**config.mk**
```make
export PLATFORM = sky130hd
export DESIGN_NAME = mux_scan_sequencer
export DESIGN_NICKNAME = d
export VERILOG_FILES = /design/src/rtl/mux_scan_pkg.sv /design/src/rtl/mux_scan_sequencer_reg.sv /design/src/rtl/mux_scan_sequencer.sv
export SDC_FILE = /design/constraint.sdc
export NUM_CORES = 1
export LEC_CHECK = 0
export ABC_AREA = 1
export CAP_MARGIN = 20
export CELL_PAD_IN_SITES_DETAIL_PLACEMENT = 2
export CELL_PAD_IN_SITES_GLOBAL_PLACEMENT = 2
export CORE_MARGIN = 2
export CORE_UTILIZATION = 25
export CTS_CLUSTER_SIZE = 20
export DETAILED_ROUTE_END_ITERATION = 8
export HOLD_SLACK_MARGIN = 0.08
export PLACE_DENSITY_LB_ADDON = 0.05
export SLEW_MARGIN = 20
export SYNTH_ARGS = -nofsm -noshare
export SYNTH_HDL_FRONTEND = slang
export SYNTH_SLANG_ARGS = --single-unit
```
**constraint.sdc**
```tcl
create_clock -name clk -period 2.2 [get_ports clk]
set_input_delay 0.44 -clock clk [delete_from_list [all_inputs] [get_ports clk]]
set_output_delay 0.44 -clock clk [all_outputs]
set_load 0.02 [all_outputs]
```
**src/rtl/mux_scan_pkg.sv**
```systemverilog
// Shared types and constants for the mux scan sequencer.
package mux_scan_pkg;

    typedef enum logic {
        IDLE = 1'b0,
        SCAN = 1'b1
    } state_e;

    localparam int NCH    = 8;
    localparam int SEL_W  = 3;
    localparam int DATA_W = 8;

    // Next channel in the scan order; the 3-bit arithmetic wraps 7->0 and 0->7.
    function automatic logic [SEL_W-1:0] next_sel(input logic [SEL_W-1:0] sel, input logic down);
        logic [SEL_W-1:0] nxt;
        if (down) begin
            nxt = sel - 3'd1;
        end else begin
            nxt = sel + 3'd1;
        end
        return nxt;
    endfunction

    // Channel that closes a frame: 7 when counting up, 0 when counting down.
    function automatic logic is_last_sel(input logic [SEL_W-1:0] sel, input logic down);
        logic last;
        if (down) begin
            last = (sel == 3'd0);
        end else begin
            last = (sel == 3'd7);
        end
        return last;
    endfunction

endpackage

```
**src/rtl/mux_scan_sequencer_reg.sv**
```systemverilog
// 8-bit data register with write enable and asynchronous active-low clear.
module eight_bit_reg_en
    import mux_scan_pkg::*;
(
    input  logic              clk,
    input  logic              rst_n,
    input  logic              en_i,
    input  logic [DATA_W-1:0] d_i,
    output logic [DATA_W-1:0] q_o
);

    logic [DATA_W-1:0] data_q;

    // Capture write data when enabled; cleared immediately by reset.
    always_ff @(posedge clk or negedge rst_n) begin
        if (!rst_n) begin
            data_q <= 8'h00;
        end else if (en_i) begin
            data_q <= d_i;
        end else begin
            data_q <= data_q;
        end
    end

    assign q_o = data_q;

endmodule

```
**src/rtl/mux_scan_sequencer.sv**
```systemverilog
// Feeder for an 8-bit 8:1 mux: eight host-writable data registers plus a
// dwell-timed select sequencer that flags each channel's sample point.
// Optional feature macro: SCAN_DIR_EN adds a 'dir' input for down-count scans.
module mux_scan_sequencer
    import mux_scan_pkg::*;
#(
    parameter int DWELL = 4
) (
    input  logic              clk,
    input  logic              rst_n,
    input  logic              wr_en,
    input  logic [SEL_W-1:0]  wr_addr,
    input  logic [DATA_W-1:0] wr_data,
    input  logic              start,
    input  logic              stop,
    input  logic              cont,
`ifdef SCAN_DIR_EN
    input  logic              dir,
`endif
    output logic [DATA_W-1:0] a,
    output logic [DATA_W-1:0] b,
    output logic [DATA_W-1:0] c,
    output logic [DATA_W-1:0] d,
    output logic [DATA_W-1:0] e,
    output logic [DATA_W-1:0] f,
    output logic [DATA_W-1:0] g,
    output logic [DATA_W-1:0] h,
    output logic              s0,
    output logic              s1,
    output logic              s2,
    output logic              ch_valid,
    output logic              done,
    output logic              busy
);

    localparam logic [7:0] DWELL_M1 = 8'(DWELL - 1);

    logic [DATA_W-1:0] regs_s [NCH];

    state_e           state_q, state_d;
    logic [7:0]       cnt_q, cnt_d;
    logic [SEL_W-1:0] sel_q, sel_d;
    logic             cont_q, cont_d;
    logic             down_q, down_d;
    logic             ch_valid_s;
    logic             done_s;
    logic             dir_s;

    for (genvar i = 0; i < NCH; i++) begin : g_reg
        eight_bit_reg_en u_reg (
            .clk   (clk),
            .rst_n (rst_n),
            .en_i  (wr_en && (wr_addr == 3'(i))),
            .d_i   (wr_data),
            .q_o   (regs_s[i])
        );
    end

`ifdef SCAN_DIR_EN
    assign dir_s = dir;
`else
    assign dir_s = 1'b0;
`endif

    // Sequencer state register.
    always_ff @(posedge clk or negedge rst_n) begin
        if (!rst_n) begin
            state_q <= IDLE;
            cnt_q   <= 8'd0;
            sel_q   <= 3'd0;
            cont_q  <= 1'b0;
            down_q  <= 1'b0;
        end else begin
            state_q <= state_d;
            cnt_q   <= cnt_d;
            sel_q   <= sel_d;
            cont_q  <= cont_d;
            down_q  <= down_d;
        end
    end

    // Next-state and sample/done decode; stop outranks advance and wrap.
    always_comb begin
        state_d    = state_q;
        cnt_d      = cnt_q;
        sel_d      = sel_q;
        cont_d     = cont_q;
        down_d     = down_q;
        ch_valid_s = 1'b0;
        done_s     = 1'b0;
        case (state_q)
            IDLE: begin
                cnt_d = 8'd0;
                sel_d = 3'd0;
                if (start && !stop) begin
                    state_d = SCAN;
                    cont_d  = cont;
                    down_d  = dir_s;
                    sel_d   = dir_s ? 3'd7 : 3'd0;
                end else begin
                    state_d = IDLE;
                end
            end
            SCAN: begin
                ch_valid_s = (cnt_q == DWELL_M1);
                if (stop) begin
                    state_d = IDLE;
                    cnt_d   = 8'd0;
                    sel_d   = 3'd0;
                end else if (ch_valid_s) begin
                    cnt_d = 8'd0;
                    if (is_last_sel(sel_q, down_q) && !cont_q) begin
                        done_s  = 1'b1;
                        state_d = IDLE;
                        sel_d   = 3'd0;
                    end else begin
                        sel_d = next_sel(sel_q, down_q);
                    end
                end else begin
                    cnt_d = cnt_q + 8'd1;
                end
            end
            default: begin
                state_d = IDLE;
                cnt_d   = 8'd0;
                sel_d   = 3'd0;
            end
        endcase
    end

    assign a = regs_s[0];
    assign b = regs_s[1];
    assign c = regs_s[2];
    assign d = regs_s[3];
    assign e = regs_s[4];
    assign f = regs_s[5];
    assign g = regs_s[6];
    assign h = regs_s[7];

    assign s0       = sel_q[0];
    assign s1       = sel_q[1];
    assign s2       = sel_q[2];
    assign ch_valid = ch_valid_s;
    assign done     = done_s;
    assign busy     = (state_q == SCAN);

endmodule
```
* Word level (Yosys, flattened, before mapping)
Cells that the tools add are included.
** Storage, ports and cells
- Register bits after elaboration :: 77
- Bits in latches :: 0
- Memory bits (writable) :: 0
- ROM bits :: 0
- Bits of input ports :: 17
- Word-level logic and storage cells :: 59
- Memories :: 0
** Cells by class
- Add/subtract/negate cells :: 2
- Multipliers :: 0
- Div/mod/pow operators :: 0
- $lt $le $gt $ge :: 0
- Equal/unequal tests :: 10
- Shifts and indexed selects :: 0
- Multiplexer cells :: 20
- Bitwise logic cells :: 1
- Reductions and logical operators :: 14
** Operator list (count)
- 8-bit two-way mux :: 2
- 8-bit case mux with 2 select lines :: 1
- 3-bit == test, second input constant :: 5
- 1-bit two-way mux :: 12
- 1-bit logical AND :: 10
- 3-bit two-way mux :: 3
- 8-bit by 1-bit adder with 8-bit output, second input constant :: 1
- 8-bit by 2-bit == test with 1-bit output, second input constant :: 1
- 3-bit by 2-bit == test with 1-bit output, second input constant :: 2
- 3-bit case mux with 2 select lines :: 1
- 3-bit by 1-bit adder with 3-bit output, second input constant :: 1
- 3-bit by 1-bit == test with 1-bit output, second input constant :: 1
- 3-bit logical NOT :: 1
- 3-bit by 2-bit != test with 1-bit output, second input constant :: 1
- 1-bit logical NOT :: 2
- 1-bit case mux with 2 select lines :: 1
- 2-bit AND reduction :: 1
- 1-bit inverter :: 1

* Longest topological paths before layout
Gate-level depths: netlist of the first run.
- Depth in word-level cells :: 9
- Mapped depth :: 7

* By module
From an unflattened synthesis of the first run, not the netlist that was laid out.
** Unflattened totals
- Cells, all modules :: 380
- Area total of the unflattened synthesis :: 3275.6 um^2
** Modules (own cells, without submodules)
- eight_bit_reg_en :: times used 8, cells an instance 34, area each 305.3 um^2, seq. area each 200.2 um^2
- mux_scan_sequencer :: times used 1, cells an instance 108, area each 833.3 um^2, seq. area each 325.3 um^2

* Worst setup path before layout of the first run
Ideal clock, no wire load.
- Path kind :: register to output
- Start point :: reg cnt_q[0]
- End point :: out ch_valid
- Arrival time :: 1.170 ns
- Path slack :: 0.590 ns
- Stages on the path, launching flop included :: 6
- Path buffers :: 0
- Path through :: dfrtp_1 -> ha_1 -> nand2_1 -> nor2_1 -> nand2_1 -> nor2_1
** Between the ends
- Word-level cells in the longest chain between the ends :: 2
** Ends and longest elaborated chain
- start: declaration :: line mux_scan_sequencer.sv:41 : logic [7:0] cnt_q, cnt_d;
- start signal: assignment :: line mux_scan_sequencer.sv:75 : cnt_q <= cnt_d;
- 8-bit by 2-bit == test with 1-bit output :: line mux_scan_sequencer.sv:105 : ch_valid_s = (cnt_q == DWELL_M1);
- 1-bit two-way mux :: line mux_scan_sequencer.sv:91 : case (state_q)
- end: declaration :: line mux_scan_sequencer.sv:31 : output logic ch_valid,
Every way passes these cells.

* Worst setup path after layout of the first run
Ends and elaborated chain as after synthesis.

==> results summary, run 1 <==
STA puts the critical path data arrival time at 1.62 ns. The tree built by TritonCTS fans out to between 70 and 80 sinks. Entering global routing, the biggest net connects 38 pins. In the final routed layout, each cell accounts on average for 16.89 um.

The ratio of total power to cell area came out at 1049 nW/um^2. The launching instance or port of the critical path is cnt_q[0]. The total congestion overflow after global routing came out at 0.

The pin slew with the least headroom to its limit is about 0.48 ns. The first global-routing pass estimated 15,670 um of wire. The clock insertion delay at the later pin of the skew report came out at 0.33 ns.

The die area came out at 13,060 um^2. The run finished with clean final reports. The worst setup path is of the flip-flop to output pin kind. The root buffer cell chosen for the clock tree is sky130_fd_sc_hd__clkbuf_16. Summing all placed instances gives a cell area of 4085 um^2.

Walking the worst path, the cells encountered are ha_2 -> nand2_1 -> nor2_1 -> nand2_1 -> nor2_1 -> dlygate4sd2_1. The peak ir drop on the vdd network is 326.2 uV. The max-slew violation total from the final report came out at 0.

The final hold violation count was 0. For this design, the slowest cell found on the critical path is sky130_fd_sc_hd__dfrtp_2. The detailed-router iteration count before antenna repair came out at 4. Wire segments on met3 add up to 500 um in the final route.

In the routed design, unresolved DRC markers number 0. The DRC marker count from the first detailed-route iteration is 79. At the end of the flow, the number of nets in the layout was 436. The sequential area share after synthesis came out at 63.35%. The number of cells on the critical path is 6. The via count of the first global-routing pass is 2,902. The highest attainable clock frequency came out at 485.1 MHz.

The total power draw came out at 4674 uW. The detailed-placement wirelength estimate is 6749 um. The vertical extent of the die came out at 114.3 um.

TritonCTS built the clock tree. The startpoint of the worst-slack reg-to-reg timing path is cnt_q[0]. The last element of the critical path is ch_valid.

Setup repair after global routing left no endpoint under its margin. The clock passes through at most 2 buffers. The post-CTS clock slew at the launch and capture registers of the worst setup and hold paths is 0.06 ns.

The routed wire length came out at about 9600 um. The starting density of the core came out at 25.43%. The weighted congestion at the end of routability-driven global placement came out at 0.7011. The post-synthesis instance area came out at slightly above 3000 um^2. The count of mapped cells out of synthesis came out at between 300 and 400. The via count normalized by instance count came out at 4.511.

The maximum level of the CTS H-tree is 3. The headroom to the max-slew limit is 68.18%. The post-synthesis average cell area came out at 9.626 um^2.

The worst path in the final design needs a cycle of 2.061 ns, including I/O delays and setup. The region available for standard cell placement spans 11,960 um^2. The cell family contributing the most delay on the critical path is flip-flops.

The routed metal-1 wirelength came out at 4032 um. For the worst flop-to-flop path, the logic depth is 7. The die width is around 110 um. The met2 wirelength from detailed routing came out at approximately 4900 um. The relative area change from synthesis to final layout is 46.44%. The worst register-to-register path ends at busy. The reg2reg setup slack is 0.78 ns. For this design the top-level I/O count stands at 87. The kind of end point of the critical path is an output pin. The cell area after layout is 4454 um^2. The number of nets produced by synthesis is 337. The total of buffers placed on input and output ports came out at 86.

The via total after detailed routing came out at 2,558. The worst setup path is launched from a flip-flop. The final cycle utilization of the critical path is 93.69%. The floorplan has 40 rows.

The count of different cell masters after synthesis came out at 17. The number of antenna violations at the first check in global routing was 0. The number of buffer and inverter instances along the worst setup path came out at 1. Summed over all failing endpoints, the final setup total negative slack is 0 ns. The diode insertion count for antenna repair came out at 0. The tightest min-delay check is of the flip-flop to flip-flop type. Along the worst path, the maximum fanout reaches 5.

The flop and latch count out of synthesis is 77. The data required time of the worst path is 1.76 ns. The highest layer touched by signal routing is met4.

Across the run, the number of max-cap violations was 0. Setup violations remaining at the end of the flow were counted as 0. The number of buffers created by CTS came out at 9. The global-route usage over all layers is 15.85%. The peak per-stage delay on the critical path came out at 0.40 ns.

The final antenna-violating net count is 0. The number of synthesis warnings came out at 0. The post-route netlist has under 10% of its cells at a drive strength greater than 1. The worst clock skew is 0.002357 ns.

For this design the static power due to leakage is around 0.002 uW.
## per-layer routing
layer | GRT usage [%] | up-vias
met1 | 18.82 | 1285
met2 | 27.14 | 51
met3 | 4.288 | 12
met4 | 6.585 | 0
li1 | - | 1210
met5 | 0 | -
## stage by stage
step	worst slack, ns	cells	util [%]	hold slack (ns)
after CTS	0.03457	566	37.12	0.4946
after floorplan	0.5904	316	-	0.1444
after global routing	0.003772	567	37.24	0.5070
final	0.1387	567	37.24	0.4905
after detailed placement	-0.03467	549	34.15	0.3821
after global placement	0.002404	549	34.15	0.3822
## registers in the layout, summed over array words and instances, names as in the netlist
name         cells
busy             1
cnt_q            8
cont_q           1
g.u_reg.q_o     64
sel_q            3
## worst reg2reg max path, stage by stage (launching register included)
cell                      delay (ns)
sky130_fd_sc_hd__dfrtp_2        0.40
sky130_fd_sc_hd__ha_2           0.21
sky130_fd_sc_hd__nand2_1        0.08
sky130_fd_sc_hd__nor2_1         0.10
sky130_fd_sc_hd__nand2_1        0.08
sky130_fd_sc_hd__buf_4          0.17
sky130_fd_sc_hd__nand2_2        0.17
sky130_fd_sc_hd__nand3_1        0.09
## kinds of logic after synthesis
group,Yosys count,share of synthesized area (%)
AND/OR/NAND/NOR,132,17.77
flip-flops,77,63.35
AO/OA/AOI/OAI,69,11.35
buffers and inverters,32,5.306
adder cells (fa/ha/maj),4,1.645
XOR/XNOR,2,0.5760
## synth_stat cells
library cell	instances	area, um^2
sky130_fd_sc_hd__nand2_1	80	300.3
sky130_fd_sc_hd__dfrtp_1	77	1927
sky130_fd_sc_hd__o21ai_0	57	285.3
sky130_fd_sc_hd__nor2_1	31	116.4
sky130_fd_sc_hd__inv_1	23	86.33
sky130_fd_sc_hd__nand3_1	15	75.07
sky130_fd_sc_hd__a21oi_1	12	60.06
sky130_fd_sc_hd__buf_6	5	56.30
sky130_fd_sc_hd__ha_1	4	50.05
sky130_fd_sc_hd__buf_2	3	15.01
sky130_fd_sc_hd__nor2_2	2	12.51
sky130_fd_sc_hd__xor2_1	2	17.52
sky130_fd_sc_hd__inv_2	1	3.750
sky130_fd_sc_hd__nand2_2	1	6.260
sky130_fd_sc_hd__nand3b_1	1	7.510
sky130_fd_sc_hd__nor3_4	1	16.27
sky130_fd_sc_hd__or2_2	1	6.260
## cell usage in the layout, fill, tap and decap left out, drive strengths merged
cell           instances
a21oi                 12
ha                     4
clkdlybuf4s50         83
inv                   24
bufinv                 2
nand2                 81
buf                   10
clkdlybuf4s15          1
nand3                 15
nand3b                 1
nor2                  33
xor2                   2
o21ai                 57
or2                    1
dlygate4sd3            1
dfrtp                 77
nor3                   1
clkbuf                13
dlygate4sd2            1
clkinv                 1
## report_power, final
part / internal [uW] / switching [uW]
Combinational: 538 / 633
Sequential: 1660 / 148
Clock: 1120 / 579
Total: 3310 / 1360
## area by class of cell
type / count / area [um^2]
multi-input combinational: 207 / 958.4
inverter: 24 / 90.09
fill: 1317 / 7507
tap: 147 / 183.9
sequential: 77 / 1928
clock inverter: 3 / 65.06
clock buffer: 13 / 280.3
timing repair buffer: 96 / 948.4
## what timing repair did
action                                 4_1_cts  5_1_grt
hold buffers                                 1        0
setup endpoints to repair                    2        2
endpoints found under the hold margin       22        0
buffers inserted                             0        1
resized for setup                            4        3
## worst min path at each step
stage | start | end | cells after the start
final | g_reg[5].u_reg.q_o[0] | g_reg[5].u_reg.q_o[0] | 2
after global placement | rst_n | cnt_q[6] | 1
after detailed placement | rst_n | cnt_q[6] | 1
after CTS | g_reg[5].u_reg.q_o[0] | g_reg[5].u_reg.q_o[0] | 2
after floorplan | rst_n | busy | 0
after global routing | g_reg[6].u_reg.q_o[5] | g_reg[6].u_reg.q_o[5] | 2
(Power assumes the default switching activity.)
==> run 2, diff against run 1 <==
- ABC_AREA: 1 -> default
==> run 2 against run 1 <==
Clock power is 7% lower; combinational power is 10% higher; final cell count is 12% lower; sequential share of layout area is 2.7 points lower; critical path depth is 2 lower; die area is 3.4% higher; clock-buffer cell count is 2 lower; largest cell class unchanged; highest routed layer unchanged.
==> results summary, run 2 <==
The flow ran to the end, and the final reports show no timing, DRC or antenna violations. The number of nets produced by synthesis came to 230 (-32%). The post-placement worst setup slack is -0.2242 ns (-0.1896 ns). The final net count came out at 348 (-20%).

The weighted congestion at the end of routability-driven global placement came out at 0.7234 (+3.2%). The vertical extent of the die is 116.2 um (+1.7%). The origin of the worst min-delay path is g_reg[3].u_reg.q_o[6]. The worst clock skew came to 0.006505 ns (+0.004148 ns). The worst register-to-register path ends at busy. The maximum number of pins on one net before global-route repair was 37 (-2.6%). The post-synthesis instance area is 3149 um^2 (+3.5%). The critical path is of the flip-flop to output pin type.

The DRC violation count after routing is 0 (unchanged). Setup repair after global routing could not meet its margin everywhere. The wire length per cell was 18.30 um (+8.3%).

The pin slew with the least headroom to its limit is 0.5676 ns (+0.09149 ns). By area, the combinational part of the netlist is dominated by multiplexers. The switching power is 1336 uW (-1.7%).

The peak fanout along the critical path came out at 3 (-2). Clock tree synthesis selected as its root buffer the cell sky130_fd_sc_hd__clkbuf_16. The final cycle utilization of the critical path came out at 97.10% (+3.4 points).

The final antenna-violating net count came out at 0 (unchanged). The reg2reg setup slack is 0.55 ns (-0.23 ns). The routed wire length came out at 9131 um (-4.7%). The post-synthesis average cell area came out at 15.07 um^2 (+57%). The startpoint type of the worst setup path is a flip-flop.

The area of the core came out at 12,160 um^2 (+1.7%). The total leakage power is 0.001978 uW (-2.8%). The diode insertion count for antenna repair came out at 0 (unchanged). The worst setup path is captured at an output pin. The cell row count came to 40 (unchanged). The share of synthesized flip-flops with an asynchronous set or reset came out at 100.0% (unchanged). The count of mapped cells out of synthesis came out at 209 (-34%). The critical path starts at cnt_q[0].

sky130_fd_sc_hd__dfrtp_1 takes more of the synthesized area than any other cell. The global-route usage over all layers came out at 14.57% (-1.3 points). The simple logic cell fraction of the synthesized area came to 9.297% (-8.5 points). The via count normalized by instance count came out at 4.405 (-2.4%). The die width is 116.2 um (+1.7%). TritonCTS built the clock tree.

The number of buffers created by CTS was 9 (unchanged). The data arrival time of the critical path came out at 1.70 ns (+0.08 ns). The via total after detailed routing is 2,198 (-14%). The fraction of synthesized cell area in xor and xnor cells is 0.8343% (+0.26 points).

The fraction of post-synthesis cell area in the top cell type by area is 61.18% (-2.2 points). In this run the worst hold path is classified as flip-flop to flip-flop. The total setup violations reported at the end of the flow is 0 (unchanged). Sorting the synthesized cells by how often they occur yields sky130_fd_sc_hd__dfrtp_1 (77), sky130_fd_sc_hd__mux2_2 (65), sky130_fd_sc_hd__nor2_1 (7). For this run, the leading register cell type out of synthesis is sky130_fd_sc_hd__dfrtp_1. The most frequent cell after synthesis is sky130_fd_sc_hd__dfrtp_1. The adder-cell share of the synthesized area came to 1.589% (-0.056 points). The maximum level of the CTS H-tree is 3 (unchanged). The fraction of final layout cells with drive strength greater than 1 is 34.74% (+26 points). Leaving out fill and tap cells, the most frequent cell in the layout is sky130_fd_sc_hd__clkdlybuf4s50_1. The number of sinks driven by the clock tree came out at 77 (unchanged). The clock insertion delay at the later pin of the skew report came out at 0.34 ns (about the same). The total of buffers placed on input and output ports is 86 (unchanged). In the post-synthesis netlist, the biggest area contributors are sky130_fd_sc_hd__dfrtp_1 (61%), sky130_fd_sc_hd__mux2_2 (23%), sky130_fd_sc_hd__ha_1 (1.6%).

The number of I/O pins is 87 (unchanged). The share of total power in sequential cells was 39.0% (+0.3 points). The DRC marker count from the first detailed-route iteration is 54 (-32%).

The internal portion of total power is 3351 uW (+1.1%). The sink of the worst hold path is g_reg[3].u_reg.q_o[6]. The sequential area share after synthesis came out at 61.18% (-2.2 points). The number of buffers on the longest clock path was 2 (unchanged). The ratio of total power to cell area was 987.5 nW/um^2 (-5.9%). The number of cell instances on the worst register-to-register path came to 5 (-2).

The data required time of the worst path came out at 1.76 ns (about the same). The total congestion overflow after global routing is 0 (unchanged). The count of different cell masters after synthesis is 29 (+12).

The peak ir drop on the vdd network is 434.5 uV (+33%). The sum of negative setup slack is 0 ns (unchanged). The minimum clock period after layout came out at 2.136 ns (+0.07502 ns).

The mux share of post-synthesis cell area came out at 23.24% (+23 points). The number of synthesized flops with an enable pin is 0 (unchanged). The logic gate share of total power came out at 27.6% (+2.6 points).

The highest attainable clock frequency came out at 468.1 MHz (-3.5%). The flop and latch count out of synthesis came out at 77 (unchanged). The detailed-router iteration count before antenna repair came out at 4 (unchanged). The relative area change from synthesis to final layout came out at 50.70%.

The net switching share of the total power came out at 28.50% (-0.58 points). The max-slew violation total from the final report is 0 (unchanged). The clock share of power was 33.4% (-2.9 points). The number of synthesis warnings came out at 0 (unchanged). The flip-flop count of the largest register, all copies and words added came out at 64 (unchanged). The headroom to the max-slew limit is 62.04% (-6.1 points). The cell depth of the worst hold path is 1 (-1). The detailed-placement wirelength estimate is 6253 um (-7.3%). The startpoint identified for the worst register-to-register timing path is cnt_q[0]. The compound-gate portion of the synthesized area is 2.384% (-9.0 points). In the layout the commonest cells are sky130_fd_sc_hd__clkdlybuf4s50_1 (83), sky130_fd_sc_hd__dfrtp_1 (77), sky130_fd_sc_hd__mux2_2 (65). The wire length of the first global-routing pass came to 14,130 um (-9.8%). The die area came out at 13,510 um^2 (+3.4%). The minimum setup slack in the final design is 0.06371 ns (-0.07502 ns). The final hold violation count came to 0 (unchanged). The starting density of the core is 25.90% (+0.47 points).

The number of antenna violations at the first check in global routing was 0 (unchanged). The post-CTS clock slew at the launch and capture registers of the worst setup and hold paths came to 0.06 ns (about the same). The max-cap check violation count was 0 (unchanged). The via count of the first global-routing pass is 2,376 (-18%).
==> run 2: how the worst max path moves through the flow <==
stage,to,cells after the start
floorplan,done,3
global placement,done,4
detailed placement,done,4
CTS,ch_valid,4
global route,done,4
finish,done,4
==> run 2: logic make-up after synthesis <==
kind of cell,count (synthesis)
compound gates,14
xor+xnor,3
fa+ha+maj,4
buf+inv,6
flops,77
mux,65
simple gates,40
==> run 2: timing repair <==
item                                    CTS  global route
setup buffers                             2             2
hold buffers                              1             0
pin swaps                                 2             2
gates cloned                              0             0
endpoints found under the setup margin    2             2
resized for setup                         9             4
endpoints found under the hold margin    22             0
==> run 2: power by group through the flow <==
stage | clock [uW] | combinational [uW] | sequential [uW]
final | 1570 | 1290 | 1830
after global routing | 1670 | 1380 | 1870
after CTS | 1620 | 1310 | 1830
after detailed placement | 0 | 1300 | 1860
after global placement | 0 | 1290 | 1850
after floorplan | 0 | 271 | 2160
==> run 2: final cells by class <==
cell class	count	area [um^2]
fillers	1256	7416
clock buffers	11	232.7
clock inverters	4	73.82
multi-input cells	126	1206
repair buffers	112	1092
well taps	168	210.2
flip-flops and latches	77	1927
inverters	1	3.754
==> run 2: per-layer routing <==
metal / wire length, um / global-route usage, %
met1: 4477 / 20.59
met2: 3895 / 20.19
met3: 611 / 4.878
met4: 146 / 6.429
met5: 0 / 0
==> run 2: worst max-delay path, cell delays in order, from the launching register on <==
cell,delay [ns]
sky130_fd_sc_hd__dfrtp_1,0.39
sky130_fd_sc_hd__ha_4,0.16
sky130_fd_sc_hd__or4b_4,0.49
sky130_fd_sc_hd__nor4_4,0.14
sky130_fd_sc_hd__buf_4,0.18
==> run 2: stage by stage <==
stage / util, % / hold slack, ns / instance area, um^2 / cells / power, uW
after floorplan: - / 0.1444 / 3149 / 209 / 2432
after global placement: 35.94 / 0.3667 / 4370 / 479 / 3141
after detailed placement: 35.94 / 0.3727 / 4370 / 479 / 3160
after CTS: 38.65 / 0.5075 / 4701 / 497 / 4768
after global routing: 39.02 / 0.5183 / 4746 / 499 / 4916
final: 39.02 / 0.5018 / 4746 / 499 / 4687
==> run 3, diff against run 2 <==
- HOLD_SLACK_MARGIN: 0.08 -> default
- MAX_ROUTING_LAYER: default -> met4
==> run 3 against run 2 <==
Design area unchanged; setup slack worse by 0.0026 ns; critical endpoint unchanged; clock-buffer cell count unchanged; flip-flop and latch count unchanged; global-route usage up 0.46 points; hold slack about the same; sequential share of layout area unchanged.
==> results summary, run 3 (synthesis results as in run 2) <==
The flow ran to the end, and the final reports show no timing, DRC or antenna violations. The number of sinks driven by the clock tree was 77 (unchanged). The number of I/O pins came out at 87 (unchanged). The max-slew violation total from the final report came out at 0 (unchanged). The maximum number of pins on one net before global-route repair was 37 (unchanged). The total power draw is 4693 uW (+0.14%). The worst register-to-register path begins at cnt_q[0].

The total congestion overflow after global routing is 0 (unchanged). The worst setup path is of the flip-flop to output pin kind. The wire length per cell came out at 18.35 um (+0.27%).

The weighted congestion at the end of routability-driven global placement came out at 0.7320 (+1.2%). The reg2reg setup slack is 0.55 ns (about the same). The startpoint identified for the worst hold timing path is g_reg[3].u_reg.q_o[6].

The diode insertion count for antenna repair came out at 0 (unchanged). The fraction of final layout cells with drive strength greater than 1 is 34.74% (unchanged). STA classifies the critical path startpoint as a flip-flop. The share of total power in sequential cells came to 38.9% (about the same). The kind of end point of the critical path is an output pin. The via total after detailed routing is 2,220 (+1.0%). The cell area after layout came out at 4746 um^2 (unchanged). The number of buffers created by CTS came out at 9 (unchanged).

The area of the core came out at 12,160 um^2 (unchanged). The max-cap check violation count is 0 (unchanged). The routed wire length came out at 9156 um (+0.27%).

The global-route usage over all layers is 15.02% (+0.46 points). The headroom to the max-slew limit came out at 62.45% (+0.41 points). The DRC violation count after routing is 0 (unchanged). The library cell used most frequently in the layout, excluding fill and tap cells, is sky130_fd_sc_hd__clkdlybuf4s50_1.

The detailed-placement wirelength estimate is 6253 um (unchanged). The post-layout utilization of the core is 39.02% (unchanged). The flip-flop count of the largest register, all copies and words added is 64 (unchanged). The final hold violation count came to 0 (unchanged). The minimum clock period after layout came out at 2.139 ns (+0.002589 ns). The cell depth of the worst hold path is 1 (unchanged). The relative area change from synthesis to final layout is 50.70% (unchanged). In the layout the commonest cells are sky130_fd_sc_hd__clkdlybuf4s50_1 (83), sky130_fd_sc_hd__dfrtp_1 (77), sky130_fd_sc_hd__mux2_2 (65). The data arrival time of the critical path is 1.70 ns (about the same). The final cycle utilization of the critical path came out at 97.22% (+0.12 points). The clock insertion delay at the later pin of the skew report was 0.34 ns (about the same). The logic gate share of total power is 27.6% (about the same). The final net count came out at 348 (unchanged). The detailed-router iteration count before antenna repair is 4 (unchanged). The DRC marker count from the first detailed-route iteration is 53 (-1.9%). The sum of negative setup slack came out at 0 ns (unchanged). The peak ir drop on the vdd network is 435.8 uV (+0.28%). The total leakage power is 0.001978 uW (unchanged). The data required time of the worst path is 1.76 ns (about the same). The sink of the worst hold path is g_reg[3].u_reg.q_o[6]. The peak fanout along the critical path is 3 (unchanged). The number of buffers on the longest clock path came out at 2 (unchanged). The number of cell instances on the worst register-to-register path came to 5 (unchanged). In this run the critical register-to-register path is captured at busy.

The final antenna-violating net count is 0 (unchanged). The instance area after placement is 4370 um^2 (unchanged). The pin slew with the least headroom to its limit is 0.5615 ns (-0.006106 ns).

The maximum level of the CTS H-tree came to 3 (unchanged). The die width came out at 116.2 um (unchanged). The die area is 13,510 um^2 (unchanged). The via count normalized by instance count is 4.449 (+1.0%). CTS placed an instance of sky130_fd_sc_hd__clkbuf_16 at the clock tree root.

The clock share of power is 33.5% (about the same). The net switching share of the total power is 28.60% (+0.097 points). The internal portion of total power is 3351 uW (about the same).

The vertical extent of the die is 116.2 um (unchanged). The total setup violations reported at the end of the flow is 0 (unchanged). The worst hold path belongs to the class flip-flop to flip-flop. The wire length of the first global-routing pass is 14,120 um (about the same). The highest attainable clock frequency came out at 467.5 MHz (-0.12%). The CTS tree is built. The fill cell instance count of the final layout came out at 1,256 (unchanged).

The switching power is 1342 uW (+0.48%). The ratio of total power to cell area was 988.9 nW/um^2 (+0.14%). The worst clock skew is 0.007116 ns (+0.0006117 ns).

The post-CTS clock slew at the launch and capture registers of the worst setup and hold paths came to 0.06 ns (about the same). Tracing the worst setup path back leads to its startpoint at cnt_q[0]. Setup repair after global routing could not meet its margin everywhere. The number of antenna violations at the first check in global routing was 0 (unchanged).

The cell row count came out at 40 (unchanged). The total of buffers placed on input and output ports came out at 86 (unchanged). The via count of the first global-routing pass is 2,377 (+0.042%). The starting density of the core came out at 25.90% (unchanged).
==> run 3: cell counts in the layout (fill, tap and decap cells not counted) <==
No cell type changed its count.
==> run 3: repair_timing <==
| item | 4_1_cts | 5_1_grt |
|---|---|---|
| buffers inserted | 2 | 2 |
| pin swaps | 2 | 2 |
| endpoints found under the setup margin | 2 | 2 |
| endpoints found under the hold margin | 1 | 0 |
| hold buffers | 1 | 0 |
| gates resized for setup | 9 | 4 |
==> run 3: per-stage QoR <==
stage | instances | hold WS, ns | setup WS, ns
2_1_floorplan | 209 | 0.1444 | 0.1681
3_3_place_gp | 479 | 0.3667 | -0.2180
3_5_place_dp | 479 | 0.3727 | -0.2242
4_1_cts | 497 | 0.5075 | 0.01054
5_1_grt | 499 | 0.5183 | -0.003727
6_report | 499 | 0.5016 | 0.06112
==> run 3: how the worst max path moves through the flow <==
stage	cells past startpoint	to
floorplan	3	done
global placement	4	done
detailed placement	4	done
CTS	4	ch_valid
global route	4	done
finish	4	done
==> run 3: critical path, cell delays in order (launching register included) <==
cell	delay [ns]
sky130_fd_sc_hd__dfrtp_1	0.39
sky130_fd_sc_hd__ha_4	0.16
sky130_fd_sc_hd__or4b_4	0.49
sky130_fd_sc_hd__nor4_4	0.14
sky130_fd_sc_hd__buf_4	0.18
==> run 3: power by group through the flow <==
stage / combinational, uW / clock [uW] / sequential (uW)
6_report: 1290 / 1570 / 1830
5_1_grt: 1380 / 1670 / 1870
4_1_cts: 1310 / 1620 / 1830
3_5_place_dp: 1300 / 0 / 1860
3_3_place_gp: 1290 / 0 / 1850
2_1_floorplan: 271 / 0 / 2160
==> run 3: layout make-up <==
| cell class | count | area [um^2] | area share (%) |
|---|---|---|---|
| tap | 168 | 210.2 | 4.429 |
| inverter | 1 | 3.754 | 0.07909 |
| timing repair buffer | 112 | 1092 | 23.02 |
| multi-input combinational | 126 | 1206 | 25.42 |
| sequential | 77 | 1927 | 40.60 |
| clock buffer | 11 | 232.7 | 4.904 |
| clock inverter | 4 | 73.82 | 1.555 |
==> run 3: metal layers <==
layer,GRT usage (%),up-vias,wire [um]
li1,-,989,-
met1,20.59,1156,4537
met2,20.31,64,3919
met3,4.774,11,520
met4,6.429,0,179
met5,-,-,0
